==> config.mk <==
export PLATFORM = sky130hd
export DESIGN_NAME = hdmi_layer_fetch_arbiter_flat
export DESIGN_NICKNAME = d
export VERILOG_FILES = /design/src/rtl/hdmi_layer_fetch_arbiter_if.sv /design/src/rtl/hdmi_layer_fetch_arbiter.sv /design/src/flat_wrapper.sv
export SDC_FILE = /design/constraint.sdc
export NUM_CORES = 1
export LEC_CHECK = 0
export CAP_MARGIN = 5
export CORE_ASPECT_RATIO = 0.75
export CORE_MARGIN = 2
export CORE_UTILIZATION = 45
export CTS_CLUSTER_SIZE = 12
export DETAILED_ROUTE_END_ITERATION = 10
export GPL_TIMING_DRIVEN = 0
export PLACE_DENSITY = 0.7
export SETUP_SLACK_MARGIN = 0.02
export SYNTH_ARGS = -nofsm -noshare
export SYNTH_HDL_FRONTEND = slang
export SYNTH_SLANG_ARGS = --single-unit
==> constraint.sdc <==
create_clock -name hdmi_clk -period 2.7 [get_ports hdmi_clk]
set_input_delay 0.27 -clock hdmi_clk [delete_from_list [all_inputs] [get_ports hdmi_clk]]
set_output_delay 0.27 -clock hdmi_clk [all_outputs]
set_load 0.05 [all_outputs]
==> src/rtl/hdmi_layer_fetch_arbiter_if.sv <==
// Burst-read request channel between the layer fetch arbiter (master)
// and the frame-buffer read controller (slave).
interface hdmi_layer_fetch_arbiter_if #(
   parameter int ADDR_W = 24
);
   logic              rd_req;
   logic [ADDR_W-1:0] rd_addr;
   logic [7:0]        rd_len;
   logic              rd_layer;
   logic              rd_ack;
   logic              rd_done;

   modport master (
      output rd_req, rd_addr, rd_len, rd_layer,
      input  rd_ack, rd_done
   );

   modport slave (
      input  rd_req, rd_addr, rd_len, rd_layer,
      output rd_ack, rd_done
   );
endinterface

==> src/rtl/hdmi_layer_fetch_arbiter.sv <==
// Shares one frame-buffer burst-read port between the background and overlay
// layer FIFOs; arbitrates on FIFO level and restarts both layers on frame start.
//
// state  | meaning
// S_IDLE | frame fully fetched, waiting for frame_start
// S_ARB  | one-cycle arbitration between eligible layers
// S_REQ  | burst request presented, waiting for rd_ack
// S_WAIT | burst accepted, waiting for rd_done
module hdmi_layer_fetch_arbiter #(
   parameter int          ADDR_W      = 24,
   parameter int          FIFO_AW     = 10,
   parameter int          BURST_LEN   = 64,
   parameter int          LOW_WM      = 256,
   parameter int          FRAME_WORDS = 384000,
   parameter logic [23:0] BASE0       = 24'h000000,
   parameter logic [23:0] BASE1       = 24'h080000
) (
   input  logic                 hdmi_clk,
   input  logic                 sys_rst_n,
   input  logic                 frame_start,
   input  logic [1:0]           layer_en,
   input  logic [FIFO_AW:0]     lvl0,
   input  logic [FIFO_AW:0]     lvl1,
   hdmi_layer_fetch_arbiter_if.master rd,
   output logic [1:0]           fifo_clr,
   output logic                 busy,
   output logic                 frame_done
);
   localparam int              LVL_W     = FIFO_AW + 1;
   localparam logic [LVL_W-1:0] LVL_MAX  = LVL_W'((1 << FIFO_AW) - BURST_LEN);
   localparam logic [LVL_W-1:0] LVL_LOW  = LVL_W'(LOW_WM);
   localparam logic [19:0]      FRAME_W  = 20'(FRAME_WORDS);
   localparam logic [19:0]      BURST_W  = 20'(BURST_LEN);

   typedef enum logic [1:0] {S_IDLE, S_ARB, S_REQ, S_WAIT} state_t;

   state_t            state_q, state_d;
   logic [1:0]        en_q, en_d;
   logic              pend_q, pend_d;
   logic [1:0]        pend_en_q, pend_en_d;
   logic [ADDR_W-1:0] ptr0_q, ptr0_d, ptr1_q, ptr1_d;
   logic [19:0]       rem0_q, rem0_d, rem1_q, rem1_d;
   logic              rr_q, rr_d;
   logic [ADDR_W-1:0] addr_q, addr_d;
   logic [7:0]        len_q, len_d;
   logic              layer_q, layer_d;
   logic [1:0]        fifo_clr_q, fifo_clr_d;
   logic              frame_done_q, frame_done_d;

   logic              elig0, elig1, urg0, urg1, gnt, restart;
   logic [1:0]        restart_en;
   logic [19:0]       gnt_rem;

   always_comb begin
      elig0   = en_q[0] && (rem0_q != '0) && (lvl0 <= LVL_MAX);
      elig1   = en_q[1] && (rem1_q != '0) && (lvl1 <= LVL_MAX);
      urg0    = elig0 && (lvl0 < LVL_LOW);
      urg1    = elig1 && (lvl1 < LVL_LOW);
      // urgency first, then round-robin preference, else whichever is eligible
      if (urg0 != urg1)       gnt = urg1;
      else if (elig0 && elig1) gnt = rr_q;
      else                     gnt = ~elig0;
      gnt_rem = gnt ? rem1_q : rem0_q;
   end

   always_comb begin
      state_d      = state_q;
      en_d         = en_q;
      pend_d       = pend_q;
      pend_en_d    = pend_en_q;
      ptr0_d       = ptr0_q;
      ptr1_d       = ptr1_q;
      rem0_d       = rem0_q;
      rem1_d       = rem1_q;
      rr_d         = rr_q;
      addr_d       = addr_q;
      len_d        = len_q;
      layer_d      = layer_q;
      fifo_clr_d   = 2'b00;
      frame_done_d = 1'b0;
      restart      = 1'b0;
      restart_en   = layer_en;

      case (state_q)
         S_IDLE: begin
            if (frame_start) begin
               restart = 1'b1;
               state_d = S_ARB;
            end
         end
         S_ARB: begin
            if (frame_start) begin
               restart = 1'b1;
            end else if (elig0 || elig1) begin
               state_d = S_REQ;
               layer_d = gnt;
               addr_d  = gnt ? ptr1_q : ptr0_q;
               len_d   = (gnt_rem < BURST_W) ? gnt_rem[7:0] : BURST_W[7:0];
               rr_d    = ~gnt;
            end else if ((rem0_q == '0) && (rem1_q == '0)) begin
               state_d = S_IDLE;
            end
         end
         S_REQ: begin
            if (frame_start) begin
               pend_d    = 1'b1;
               pend_en_d = layer_en;
            end
            if (rd.rd_ack) state_d = S_WAIT;
         end
         S_WAIT: begin
            if (rd.rd_done) begin
               state_d = S_ARB;
               // a pending or coincident restart discards this burst's update
               if (frame_start) begin
                  restart = 1'b1;
               end else if (pend_q) begin
                  restart    = 1'b1;
                  restart_en = pend_en_q;
               end else begin
                  if (layer_q) begin
                     ptr1_d = ptr1_q + ADDR_W'(len_q);
                     rem1_d = rem1_q - 20'(len_q);
                  end else begin
                     ptr0_d = ptr0_q + ADDR_W'(len_q);
                     rem0_d = rem0_q - 20'(len_q);
                  end
                  frame_done_d = (rem0_d == '0) && (rem1_d == '0);
               end
            end else if (frame_start) begin
               pend_d    = 1'b1;
               pend_en_d = layer_en;
            end
         end
         default: state_d = S_IDLE;
      endcase

      if (restart) begin
         en_d       = restart_en;
         rem0_d     = restart_en[0] ? FRAME_W : '0;
         rem1_d     = restart_en[1] ? FRAME_W : '0;
         ptr0_d     = ADDR_W'(BASE0);
         ptr1_d     = ADDR_W'(BASE1);
         fifo_clr_d = 2'b11;
         pend_d     = 1'b0;
      end
   end

   always_ff @(posedge hdmi_clk or negedge sys_rst_n) begin
      if (!sys_rst_n) begin
         state_q      <= S_IDLE;
         en_q         <= '0;
         pend_q       <= 1'b0;
         pend_en_q    <= '0;
         ptr0_q       <= ADDR_W'(BASE0);
         ptr1_q       <= ADDR_W'(BASE1);
         rem0_q       <= '0;
         rem1_q       <= '0;
         rr_q         <= 1'b0;
         addr_q       <= '0;
         len_q        <= '0;
         layer_q      <= 1'b0;
         fifo_clr_q   <= '0;
         frame_done_q <= 1'b0;
      end else begin
         state_q      <= state_d;
         en_q         <= en_d;
         pend_q       <= pend_d;
         pend_en_q    <= pend_en_d;
         ptr0_q       <= ptr0_d;
         ptr1_q       <= ptr1_d;
         rem0_q       <= rem0_d;
         rem1_q       <= rem1_d;
         rr_q         <= rr_d;
         addr_q       <= addr_d;
         len_q        <= len_d;
         layer_q      <= layer_d;
         fifo_clr_q   <= fifo_clr_d;
         frame_done_q <= frame_done_d;
      end
   end

   assign rd.rd_req   = (state_q == S_REQ);
   assign rd.rd_addr  = addr_q;
   assign rd.rd_len   = len_q;
   assign rd.rd_layer = layer_q;
   assign busy        = (state_q == S_REQ) || (state_q == S_WAIT);
   assign fifo_clr    = fifo_clr_q;
   assign frame_done  = frame_done_q;
endmodule

==> src/flat_wrapper.sv <==
// flat-port wrapper written by rule: the top's interface ports become plain ports
module hdmi_layer_fetch_arbiter_flat 
#(
   parameter int          ADDR_W      = 24,
   parameter int          FIFO_AW     = 10,
   parameter int          BURST_LEN   = 64,
   parameter int          LOW_WM      = 256,
   parameter int          FRAME_WORDS = 384000,
   parameter logic [23:0] BASE0       = 24'h000000,
   parameter logic [23:0] BASE1       = 24'h080000
)
  (hdmi_clk, sys_rst_n, frame_start, layer_en, lvl0, lvl1, fifo_clr, busy, frame_done, rd_rd_req, rd_rd_addr, rd_rd_len, rd_rd_layer, rd_rd_ack, rd_rd_done);
  hdmi_layer_fetch_arbiter_if #(.ADDR_W(ADDR_W)) rd_i ();
  input  logic hdmi_clk;
  input  logic sys_rst_n;
  input  logic frame_start;
  input  logic [1:0] layer_en;
  input  logic [FIFO_AW:0] lvl0;
  input  logic [FIFO_AW:0] lvl1;
  output logic [1:0] fifo_clr;
  output logic busy;
  output logic frame_done;
  output wire logic [$bits(rd_i.rd_req)-1:0] rd_rd_req;
  output wire logic [$bits(rd_i.rd_addr)-1:0] rd_rd_addr;
  output wire logic [$bits(rd_i.rd_len)-1:0] rd_rd_len;
  output wire logic [$bits(rd_i.rd_layer)-1:0] rd_rd_layer;
  input wire logic [$bits(rd_i.rd_ack)-1:0] rd_rd_ack;
  input wire logic [$bits(rd_i.rd_done)-1:0] rd_rd_done;
  assign rd_rd_req = rd_i.rd_req;
  assign rd_rd_addr = rd_i.rd_addr;
  assign rd_rd_len = rd_i.rd_len;
  assign rd_rd_layer = rd_i.rd_layer;
  assign rd_i.rd_ack = rd_rd_ack;
  assign rd_i.rd_done = rd_rd_done;
  hdmi_layer_fetch_arbiter #(.ADDR_W(ADDR_W), .FIFO_AW(FIFO_AW), .BURST_LEN(BURST_LEN), .LOW_WM(LOW_WM), .FRAME_WORDS(FRAME_WORDS), .BASE0(BASE0), .BASE1(BASE1)) u_core (.hdmi_clk(hdmi_clk), .sys_rst_n(sys_rst_n), .frame_start(frame_start), .layer_en(layer_en), .lvl0(lvl0), .lvl1(lvl1), .rd(rd_i), .fifo_clr(fifo_clr), .busy(busy), .frame_done(frame_done));
endmodule
== After elaboration in Yosys (flattened, before gate mapping) ==
Cells that the tools add are included.
Operators by class
  reductions and logical operators: 31
  bitwise operators: 3
  muxes and demuxes: 67
  eq/ne operators: 14
  add/subtract/negate cells: 4
  magnitude comparators: 5
Operator list (number)
  $mux 20: 21
  $mux 24: 13
  $logic_not 20->1: 4
  $add 24x8->24: 2
  $reduce_bool 20->1: 2
  $sub 20x8->20: 2
  $mux 19: 2
  $mux 2: 13
  $le 11x10->1 const B: 2
  $lt 11x9->1 const B: 2
  $lt 20x7->1 const B: 1
  $reduce_and 5->1: 3
  $mux 1: 13
  $ne 2x2->1 const B: 6
  $logic_and 1x1->1: 9
  $mux 8: 1
  $pmux 2 s4: 1
  $reduce_bool 2->1: 4
  $eq 2x2->1 const B: 2
  $ne 2x1->1 const B: 2
  $pmux 1 s2: 2
  $pmux 2 s2: 1
  $reduce_and 2->1: 2
  $reduce_and 4->1: 1
  other kinds (10): 13
Storage, ports and cells
  output and inout port bits: 38
  bits in registers: 132
  bits of input ports: 29
  word-level logic and storage cells: 138

== Logic depth before layout (Yosys ltp) ==
Gate-level depths: netlist of the first run.
  depth after elaboration: 12
  mapped depth: 12
  mapped depth without buffers: 11

== Worst setup path after synthesis of the first run ==
Ideal clock, no wire load.
  path type: register to register
  start: register u_core.len_q[3] (netlist: u_core.rd.rd_len[3])
  end: register u_core.frame_done_q (netlist: u_core.frame_done)
  path buffers: 0
  arrival time: 2.983 ns
  path slack: -0.384 ns
  stages on the path, launching flop included: 10
  data required time: 2.599 ns
  library setup time: 0.101 ns
  clock period less this slack: 3.084 ns
  cells stage by stage: dfrtp_1 -> inv_1 -> ha_1 -> a21oi_1 -> nor2b_1 -> or4_1 -> a311oi_2 -> and3_1 -> o21ai_1 -> nor4_1
On the way
  cells in the longest elaborated chain, start to end: 12
  elaborated cells between the ends (all ways): 19
  those cells by class: 2 x add/sub; 14 x mux; 3 x reduce/logical
Ends and longest elaborated chain
  start: declaration: line hdmi_layer_fetch_arbiter.sv:45  | logic [7:0] len_q, len_d;
  start signal: assignment: line hdmi_layer_fetch_arbiter.sv:176  | len_q <= len_d;
  $sub 20x8->20, on equally long branches: line hdmi_layer_fetch_arbiter.sv:126, hdmi_layer_fetch_arbiter.sv:123
  $mux 20: line hdmi_layer_fetch_arbiter.sv:121  | if (layer_q) begin
  $mux 20: line hdmi_layer_fetch_arbiter.sv:117  | end else if (pend_q) begin
  $mux 20: line hdmi_layer_fetch_arbiter.sv:115  | if (frame_start) begin
  $mux 20: line hdmi_layer_fetch_arbiter.sv:112  | if (rd.rd_done) begin
  $mux 20: line hdmi_layer_fetch_arbiter.sv:84  | case (state_q)
  $logic_not 20->1: line hdmi_layer_fetch_arbiter.sv:128  | frame_done_d = (rem0_d == '0) && (rem1_d == '0);
  $logic_and 1x1->1 *: line hdmi_layer_fetch_arbiter.sv:128
  $mux 1 *: line hdmi_layer_fetch_arbiter.sv:117
  $mux 1 *: line hdmi_layer_fetch_arbiter.sv:115
  $mux 1 *: line hdmi_layer_fetch_arbiter.sv:112
  $mux 1 *: line hdmi_layer_fetch_arbiter.sv:84
  net u_core.frame_done_d: line hdmi_layer_fetch_arbiter.sv:48  | logic frame_done_q, frame_done_d;
  end signal: assignment: line hdmi_layer_fetch_arbiter.sv:179  | frame_done_q <= frame_done_d;
  end: declaration: line hdmi_layer_fetch_arbiter.sv:48
Mark *: on every way through the listed nets, which the timed path passes. The rest lies on a longest branch. The select of a mux whose other input is x is not followed.
A chain may end at the register's enable or synchronous reset.

== Worst setup path in the final report of the first run ==
  start: register u_core.layer_q (netlist: u_core.rd.rd_layer)
  end: register u_core.frame_done_q (netlist: u_core.frame_done)
On the way
  cells in the longest elaborated chain, start to end: 11
  elaborated cells between the ends (all ways): 17
  those cells by class: 14 x mux; 3 x reduce/logical
Ends and longest elaborated chain
  start: declaration: line hdmi_layer_fetch_arbiter.sv:46  | logic layer_q, layer_d;
  start signal: assignment: line hdmi_layer_fetch_arbiter.sv:177  | layer_q <= layer_d;
  $mux 20: line hdmi_layer_fetch_arbiter.sv:121
  $mux 20: line hdmi_layer_fetch_arbiter.sv:117
  $mux 20: line hdmi_layer_fetch_arbiter.sv:115
  $mux 20: line hdmi_layer_fetch_arbiter.sv:112
  $mux 20: line hdmi_layer_fetch_arbiter.sv:84
  $logic_not 20->1: line hdmi_layer_fetch_arbiter.sv:128
  $logic_and 1x1->1 *: line hdmi_layer_fetch_arbiter.sv:128
  $mux 1 *: line hdmi_layer_fetch_arbiter.sv:117
  $mux 1 *: line hdmi_layer_fetch_arbiter.sv:115
  $mux 1 *: line hdmi_layer_fetch_arbiter.sv:112
  $mux 1 *: line hdmi_layer_fetch_arbiter.sv:84
  net u_core.frame_done_d: line hdmi_layer_fetch_arbiter.sv:48
Marked as above.

==> results of run 1 <==
[state kept, by name, indices dropped and copies added (netlist names)]
signal / cells
u_core.rr_q: 1
u_core.en_q: 2
u_core.ptr0_q: 24
u_core.ptr1_q: 24
u_core.rd.rd_len: 8
u_core.state_q: 2
u_core.pend_q: 1
u_core.frame_done: 1
u_core.rd.rd_addr: 24
u_core.fifo_clr: 1
u_core.rd.rd_layer: 1
u_core.rem0_q: 20
u_core.pend_en_q: 2
u_core.rem1_q: 20
[cell usage in the layout, fill, tap and decap left out, types with 11 or more instances in the layout]
cell | netlist | layout
sky130_fd_sc_hd__buf_6 | 4 | 15
sky130_fd_sc_hd__clkdlybuf4s50_1 | 0 | 64
sky130_fd_sc_hd__dfrtp_1 | 130 | 116
sky130_fd_sc_hd__nor2_1 | 100 | 89
sky130_fd_sc_hd__clkbuf_16 | 0 | 20
sky130_fd_sc_hd__inv_1 | 37 | 33
sky130_fd_sc_hd__dfrtp_2 | 0 | 14
sky130_fd_sc_hd__or2_2 | 13 | 13
sky130_fd_sc_hd__ha_1 | 38 | 28
sky130_fd_sc_hd__nand3_1 | 33 | 29
sky130_fd_sc_hd__a21oi_1 | 70 | 56
sky130_fd_sc_hd__xnor2_1 | 33 | 33
sky130_fd_sc_hd__o21ai_0 | 62 | 55
sky130_fd_sc_hd__nand4_1 | 12 | 12
sky130_fd_sc_hd__mux2i_1 | 30 | 22
sky130_fd_sc_hd__o31ai_1 | 11 | 11
sky130_fd_sc_hd__buf_4 | 1 | 47
sky130_fd_sc_hd__nor3_1 | 17 | 14
sky130_fd_sc_hd__clkbuf_1 | 33 | 13
sky130_fd_sc_hd__nand2_1 | 76 | 75
sky130_fd_sc_hd__a21oi_2 | 0 | 13
[cells by family (layout without fill, tap and decap cells)]
group | Yosys count | after routing | share of synthesized area (%)
AND/OR/NAND/NOR | 342 | 342 | 20.5
flip-flops | 131 | 131 | 39.0
buffers and inverters | 84 | 238 | 4.21
XOR/XNOR | 41 | 41 | 4.27
adder cells (fa/ha/maj) | 42 | 42 | 6.61
AO/OA/AOI/OAI | 267 | 268 | 20.9
multiplexers | 36 | 36 | 4.42
[cell usage after synthesis, drive strengths merged (9+ instances only)]
cell type  number
or2            20
nand4          12
xnor2          33
or4            10
a21oi          70
inv            38
nor2b          11
nor4b           9
clkbuf         33
buf            13
a21o           10
and3            9
dfrtp         130
nand2          76
nor4           14
mux2i          30
o21ai          66
a211oi         16
a31oi          11
ha             38
o31ai          11
nor2          100
nor3           18
nand3          33
[worst min-delay path by stage]
stage / startpoint / endpoint / slack, ns / cells past startpoint
floorplan: sys_rst_n / u_core.en_q[0] / -0.03 / 0
global placement: u_core.en_q[1] / u_core.en_q[1] / 0.46 / 2
detailed placement: sys_rst_n / u_core.state_q[1] / 0.20 / 1
CTS: frame_start / u_core.pend_q / 0.22 / 3
global route: frame_start / u_core.pend_q / 0.24 / 3
finish: frame_start / u_core.pend_q / 0.23 / 3
[power groups by stage]
stage	combinational, mW	sequential [mW]	clock (mW)
finish	6.44	2.94	2.36
global route	6.84	3.00	2.45
CTS	5.72	2.91	2.36
detailed placement	5.12	2.93	0
global placement	5.07	2.93	0
floorplan	2.82	3.64	0
[tightest hold or removal path: stages]
cell,delay [ns]
sky130_fd_sc_hd__buf_2,0.16
sky130_fd_sc_hd__a21oi_1,0.14
sky130_fd_sc_hd__a21oi_1,0.05
[through the flow]
step	setup slack [ns]	hold slack, ns	TNS [ns]	utilization (%)
after floorplan	-0.0390	-0.0256	-0.150	-
after global placement	-4.69	0.460	-578.63	51.5
after detailed placement	-0.833	0.205	-36.46	51.7
after CTS	-0.0983	0.221	-0.461	58.2
after global routing	-0.296	0.243	-3.92	62.3
final	-0.166	0.231	-0.417	62.3
[routing by layer]
layer	up-vias	part of all wire, %
li1	3753	-
met1	3969	45
met2	391	43
met3	44	10
met4	0	1.5
met5	-	0
[final cells by class]
class / count / area (µm²)
Clock inverter: 12 / 133
Inverter: 38 / 151
Timing Repair Buffer: 128 / 1270
Buffer: 40 / 292
Sequential cell: 131 / 3300
Tap cell: 247 / 309
Multi-Input combinational cell: 729 / 5560
Clock buffer: 20 / 457
Fill cell: 1515 / 6940
[timing repair]
| item | 4_1_cts | 5_1_grt |
|---|---|---|
| resized for setup | 98 | 119 |
| gates cloned | 2 | 3 |
| buffers inserted | 31 | 26 |
| pin swaps | 21 | 42 |
| hold buffers | 1 | 0 |
| endpoints found under the hold margin | 36 | 0 |
| setup endpoints to repair | 90 | 82 |
==> metrics.md, run 1 <==
| Metric | Value |
|---|---|
| Result of the run | finished, violations left |
| Violations in the final reports | negative setup slack |
| Clock latency at the later pin of the worst-skew pair | 0.43 ns |
| Num CTS Buffers | 17 |
| R2R Setup Slk | -0.17 ns |
| Row count | 43 |
| Number of cells traversed by the worst register-to-register path | 8 |
| Switching power share of the total | 45.4% |
| Pin count of the biggest net entering global routing | 96 |
| Synthesized area per cell | 8.91 µm² |
| Total die area | 0.0198 mm² |
| Yosys synthesis warning count | 0 |
| Share of the yosys chip area belonging to registers | 39.0% |
| Total clock sinks | 131 |
| Biggest area contributors in the synthesized netlist | sky130_fd_sc_hd__dfrtp_1 39%, sky130_fd_sc_hd__ha_1 5.7%, sky130_fd_sc_hd__nor2_1 4.5% |
| Clock network fraction of design power | 20.1% |
| Number of cells produced by synthesis | 943 |
| Area Growth Syn to Fin | 36.4% |
| Met3 usage in global routing | 7.74% |
| Data arrival time of the critical path | 3.18 ns |
| Number of synthesized flops with an enable pin | 0 |
| Final standard cell area without fillers | 0.0115 mm² |
| Number of primary I/O pins | 67 |
| Clock-pin slew of the registers on the worst-case setup and hold paths | 0.06 ns |
| Endpoints failing setup | 12 |
| Cell Area, Placed | 0.00951 mm² |
| Synth Cell Area | 0.00841 mm² |
| Crit-path slowest cell | sky130_fd_sc_hd__dfrtp_1 |
| Antenna violations before repair | 0 |
| Critical path endpoint category | flop |
| Logic pwr share | 54.9% |
| Number of endpoints with negative hold slack in the final report | 0 |
| Die outline height | 122 µm |
| Total placed cells including tap cells | 1256 |
| Most used routing layer | met1 |
| Via-to-Cell Ratio | 6.06 |
| Maximum clock frequency | 349 MHz |
| Leakage component of the power | 4.81 nW |
| Cell-by-cell listing of the critical path | clkbuf_2, buf_1, nor2b_1, o21ai_0, a22oi_1, nand4_1, a2111o_1, nor4_2 |
| Number of violations of the max-capacitance limit | 0 |
| Total via count in the routed design | 8157 |
| Post-DRT Antenna Nets | 0 |
| Clk Tree Root Cell | sky130_fd_sc_hd__clkbuf_16 |
| Data required, critical path | 3.02 ns |
| Net Count, Synth | 1014 |
| Buffer and inverter count on the worst path | 2 |
| Critical path origin | u_core.rd.rd_layer |
| Crit path launch type | flop |
| Path category of the worst min-delay check | input pin to flop |
| CP peak stage delay | 0.61 ns |
| Crit path capture | u_core.frame_done |
| Async S/R FF share, synth | 100% |
| Total iterations of the first detailed-routing run | 5 |
| Final WS setup | -0.166 ns |
| Int Pwr | 6.42 mW |
| Via count of the first global-routing pass | 7531 |
| Slew at the pin with the worst max-slew slack | 0.800 ns |
| Post-route DRC | 0 |
| TritonCTS clock tree | built |
| Total global routing track utilization | 27.2% |
| Total Routed Length | 27.9 mm |
| Net switching power | 5.32 mW |
| Die X | 162 µm |
| Hpwl dp | 17.9 mm |
| Startpoint of the worst register-to-register path | u_core.rd.rd_layer |
| Worst slew margin relative to its limit | 46.7% |
| Number of violations reported at the end of detailed-routing iteration 0 | 877 |
| Unrepaired setup endpoints after global routing | yes |
| Routed wirelength normalized by instance count | 20.7 µm |
| Global-route track usage on met2 | 38.8% |
| Fraction of final layout cells sized beyond drive strength 1 | 25.5% |
| Crit-path leading delay family | buffers and inverters |
| Synth top area share | 38.7% |
| Post-synth top flop | sky130_fd_sc_hd__dfrtp_1 |
| Crit Path Category | flop to flop |
| Yosys reg bits | 131 |
| Final min period | 2.87 ns |
| Final layout net count | 1156 |
| IO buf count | 65 |
| Met1 Track Usage GR | 40.5% |
| H-tree levels | 4 |
| Floorplan core area | 0.0184 mm² |
| Worst-case clock skew | 0.00750 ns |
| Initial cell density of the core | 45.7% |
| Number of cells on the critical path | 8 |
| Number of pins exceeding their max-slew limit in the final report | 0 |
| Global route total overflow | 0 |
| Biggest area consumer among synthesized cells | sky130_fd_sc_hd__dfrtp_1 |
| Final cell count without fillers | 1345 |
| Power density over the cells | 1020 mW/mm² |
| Last weighted congestion value of the routability-driven placer | 0.968 |
| Clock tree buffer depth | 2 |
| First-pass GRT wire length | 41.8 mm |
| Max rail drop VDD | 0.795 mV |
| Peak fanout along the critical path | 10 |
| Ant. Diodes | 0 |
| Flop pwr share | 25.1% |
| Period utilisation layout | 106% |
| Worst r2r dst | u_core.frame_done |
| Distinct cell type count of the synthesized netlist | 81 |
| Power, Total | 11.7 mW |
Power figures use the tool's default switching activity.
==> run 2: changes to the inputs <==
--- a/config.mk
+++ b/config.mk
@@ -9,9 +9,11 @@
 export CORE_ASPECT_RATIO = 0.75
 export CORE_MARGIN = 2
 export CORE_UTILIZATION = 45
+export CTS_BUF_LIST = sky130_fd_sc_hd__clkbuf_4 sky130_fd_sc_hd__clkbuf_8
 export CTS_CLUSTER_SIZE = 12
 export DETAILED_ROUTE_END_ITERATION = 10
 export GPL_TIMING_DRIVEN = 0
+export HOLD_SLACK_MARGIN = 0.1
 export PLACE_DENSITY = 0.7
 export SETUP_SLACK_MARGIN = 0.02
 export SYNTH_ARGS = -nofsm -noshare
==> constraint.sdc (replaced) <==
create_clock -name hdmi_clk -period 2.7 [get_ports hdmi_clk]
set_input_delay 0.27 -clock hdmi_clk [delete_from_list [all_inputs] [get_ports hdmi_clk]]
set_output_delay 0.27 -clock hdmi_clk [all_outputs]
set_load 0.1 [all_outputs]
==> metrics.md, run 2 (synthesis gave the netlist of run 1 again) <==
| Metric | Value |
|---|---|
| Result of the run | finished, violations left |
| Violations in the final reports | negative setup slack |
| Clock tree buffer depth | 2 (unchanged) |
| Clk Tree Root Cell | sky130_fd_sc_hd__clkbuf_8 |
| Data arrival time of the critical path | 3.24 ns (+0.06 ns) |
| Hpwl dp | 18.0 mm (+0.64%) |
| Hold path startpoint | frame_start |
| Number of violations reported at the end of detailed-routing iteration 0 | 855 (-2.5%) |
| Final layout net count | 1154 (-0.17%) |
| Cell-by-cell listing of the critical path | inv_1, ha_1, inv_1, fa_2, a21o_1, a211oi_2, o21ai_0, a22oi_1, nand4_1, a2111o_1, nor4_4 |
| Peak fanout along the critical path | 3 (-7) |
| Worst setup slack after placement | -0.697 ns (+0.136 ns) |
| Number of primary I/O pins | 67 (unchanged) |
| Antenna violations before repair | 0 (unchanged) |
| Post-route DRC | 0 (unchanged) |
| Fill count | 1521 (+0.40%) |
| CP peak stage delay | 0.45 ns (-0.16 ns) |
| Row count | 43 (unchanged) |
| Final cell count without fillers | 1343 (-0.15%) |
| Startpoint of the worst register-to-register path | u_core.rem1_q[0] |
| Worst-case clock skew | 0.0171 ns (+0.00956 ns) |
| Critical path endpoint category | flop |
| Post-DRT Antenna Nets | 0 (unchanged) |
| Crit-path slowest cell | sky130_fd_sc_hd__a2111o_1 |
| TritonCTS clock tree | built |
| H-tree levels | 4 (unchanged) |
| Crit Path Category | flop to flop |
| Via-to-Cell Ratio | 6.19 (+2.1%) |
| Period utilisation layout | 106% (about the same) |
| Global route total overflow | 0 (unchanged) |
| IO buf count | 65 (unchanged) |
| Clock-pin slew of the registers on the worst-case setup and hold paths | 0.09 ns (+0.03 ns) |
| Die outline height | 122 µm (unchanged) |
| Fraction of final layout cells sized beyond drive strength 1 | 27.0% (+1.5 points) |
| Commonest non-fill, non-tap cell in the layout | sky130_fd_sc_hd__dfrtp_1 |
| Last weighted congestion value of the routability-driven placer | 0.926 (-4.3%) |
| Num CTS Buffers | 17 (unchanged) |
| Post-route core utilization | 62.2% (-0.12 points) |
| Slew at the pin with the worst max-slew slack | 0.986 ns (+0.186 ns) |
| Routed wirelength normalized by instance count | 21.3 µm (+2.7%) |
| Critical path origin | u_core.rem1_q[0] |
| Final min period | 2.86 ns (-0.00182 ns) |
| First-pass GRT wire length | 42.8 mm (+2.2%) |
| Number of violations of the max-capacitance limit | 0 (unchanged) |
| Total Routed Length | 28.6 mm (+2.6%) |
| Area Growth Syn to Fin | 36.1% |
| Total die area | 0.0198 mm² (unchanged) |
| Clock latency at the later pin of the worst-skew pair | 0.48 ns (+0.05 ns) |
| Top library cells by usage in the layout, fill and taps aside | 117 x sky130_fd_sc_hd__dfrtp_1, 82 x sky130_fd_sc_hd__nor2_1, 75 x sky130_fd_sc_hd__nand2_1 |
| Critical Path Most Common Cell | sky130_fd_sc_hd__inv_1 |
| Via count of the first global-routing pass | 7740 (+2.8%) |
| Max rail drop VDD | 1.02 mV (+28%) |
| Crit path launch type | flop |
| Initial cell density of the core | 45.7% (unchanged) |
| Floorplan core area | 0.0184 mm² (unchanged) |
| Number of endpoints with negative hold slack in the final report | 0 (unchanged) |
| Unrepaired setup endpoints after global routing | yes |
| Leakage component of the power | 4.77 nW (-0.75%) |
| Data required, critical path | 3.08 ns (+0.06 ns) |
| Power density over the cells | 1090 mW/mm² (+6.0%) |
| Endpoints failing setup | 15 (+3) |
| Total via count in the routed design | 8318 (+2.0%) |
| Worst slew margin relative to its limit | 34.1% (-13 points) |
| Maximum clock frequency | 349 MHz (about the same) |
| Number of pins exceeding their max-slew limit in the final report | 0 (unchanged) |
| Total iterations of the first detailed-routing run | 6 (+1) |
| Pin count of the biggest net entering global routing | 69 (-28%) |
| Path category of the worst min-delay check | input pin to flop |
| Die X | 162 µm (unchanged) |
| Total clock sinks | 131 (unchanged) |
| Power, Total | 12.4 mW (+5.8%) |
| Total global routing track utilization | 27.9% (+0.79 points) |
| Ant. Diodes | 0 (unchanged) |
| Total placed cells including tap cells | 1256 (unchanged) |
| Final WS setup | -0.165 ns (+0.00182 ns) |
## run 2: cell types whose count changed in the layout (fill, tap and decap cells not counted), sizes merged, moves of 2 or more
cell	previous run	this run
clkinv	7	2
bufinv	2	4
clkbuf	49	45
clkdlybuf4s50	64	62
## run 2: final timing paths
path	end	slack, ns	cells past startpoint
max	u_core.frame_done	-0.16	11
min	u_core.pend_q	0.20	3
max reg2reg	u_core.frame_done	-0.16	11
min reg2reg	u_core.en_q[1]	0.50	2
max in group asynchronous	u_core.ptr1_q[19]	1.48	3
min in group asynchronous	u_core.state_q[1]	0.38	2
## run 2: power breakdown
part / internal, mW / switching [mW] / total [mW]
sequential: 2.46 / 0.535 / 2.99
combinational: 2.57 / 4.90 / 7.47
clock: 1.08 / 0.882 / 1.97
## run 2: area by class of cell
class | count | area, µm² | area share [%]
Tap cell | 247 | 309 | 2.70
Clock inverter | 11 | 174 | 1.52
Clock buffer | 21 | 277 | 2.42
Sequential cell | 131 | 3320 | 29.0
Multi-Input combinational cell | 731 | 5670 | 49.6
Inverter | 38 | 155 | 1.36
Timing Repair Buffer | 124 | 1230 | 10.8
Buffer | 40 | 305 | 2.67
## run 2: metrics by stage
step | cell area, µm² | hold WS (ns) | TNS [ns]
floorplan | 8560 | -0.0256 | -0.0857
global placement | 9520 | 0.472 | -579.19
detailed placement | 9540 | 0.330 | -35.36
CTS | 10800 | 0.181 | -0.177
global route | 11400 | 0.233 | -3.72
finish | 11400 | 0.196 | -0.756
## run 2: routing by layer
metal  routed length, µm  vias up  global-route usage [%]
met1               13000     4069                    41.8
met2               12300      444                    40.7
met5                   0        -                       0
li1                    -     3754                       -
met3                2740       51                    6.35
met4                 535        0                    7.47
## run 2: what timing repair did
action,CTS,global route
cloned,3,3
setup buffers,45,11
resized for setup,110,128
pin swaps,29,43
setup endpoints to repair,93,83
hold buffers,1,0
hold endpoints to repair,67,0
## run 2: worst max-delay path: cells and delay by family, from the launching register on
kind,cells,cell delay (ns)
fa+ha+maj,2,0.57
buf+inv,2,0.16
compound gates,5,1.33
simple gates,2,0.32
flops,1,0.41
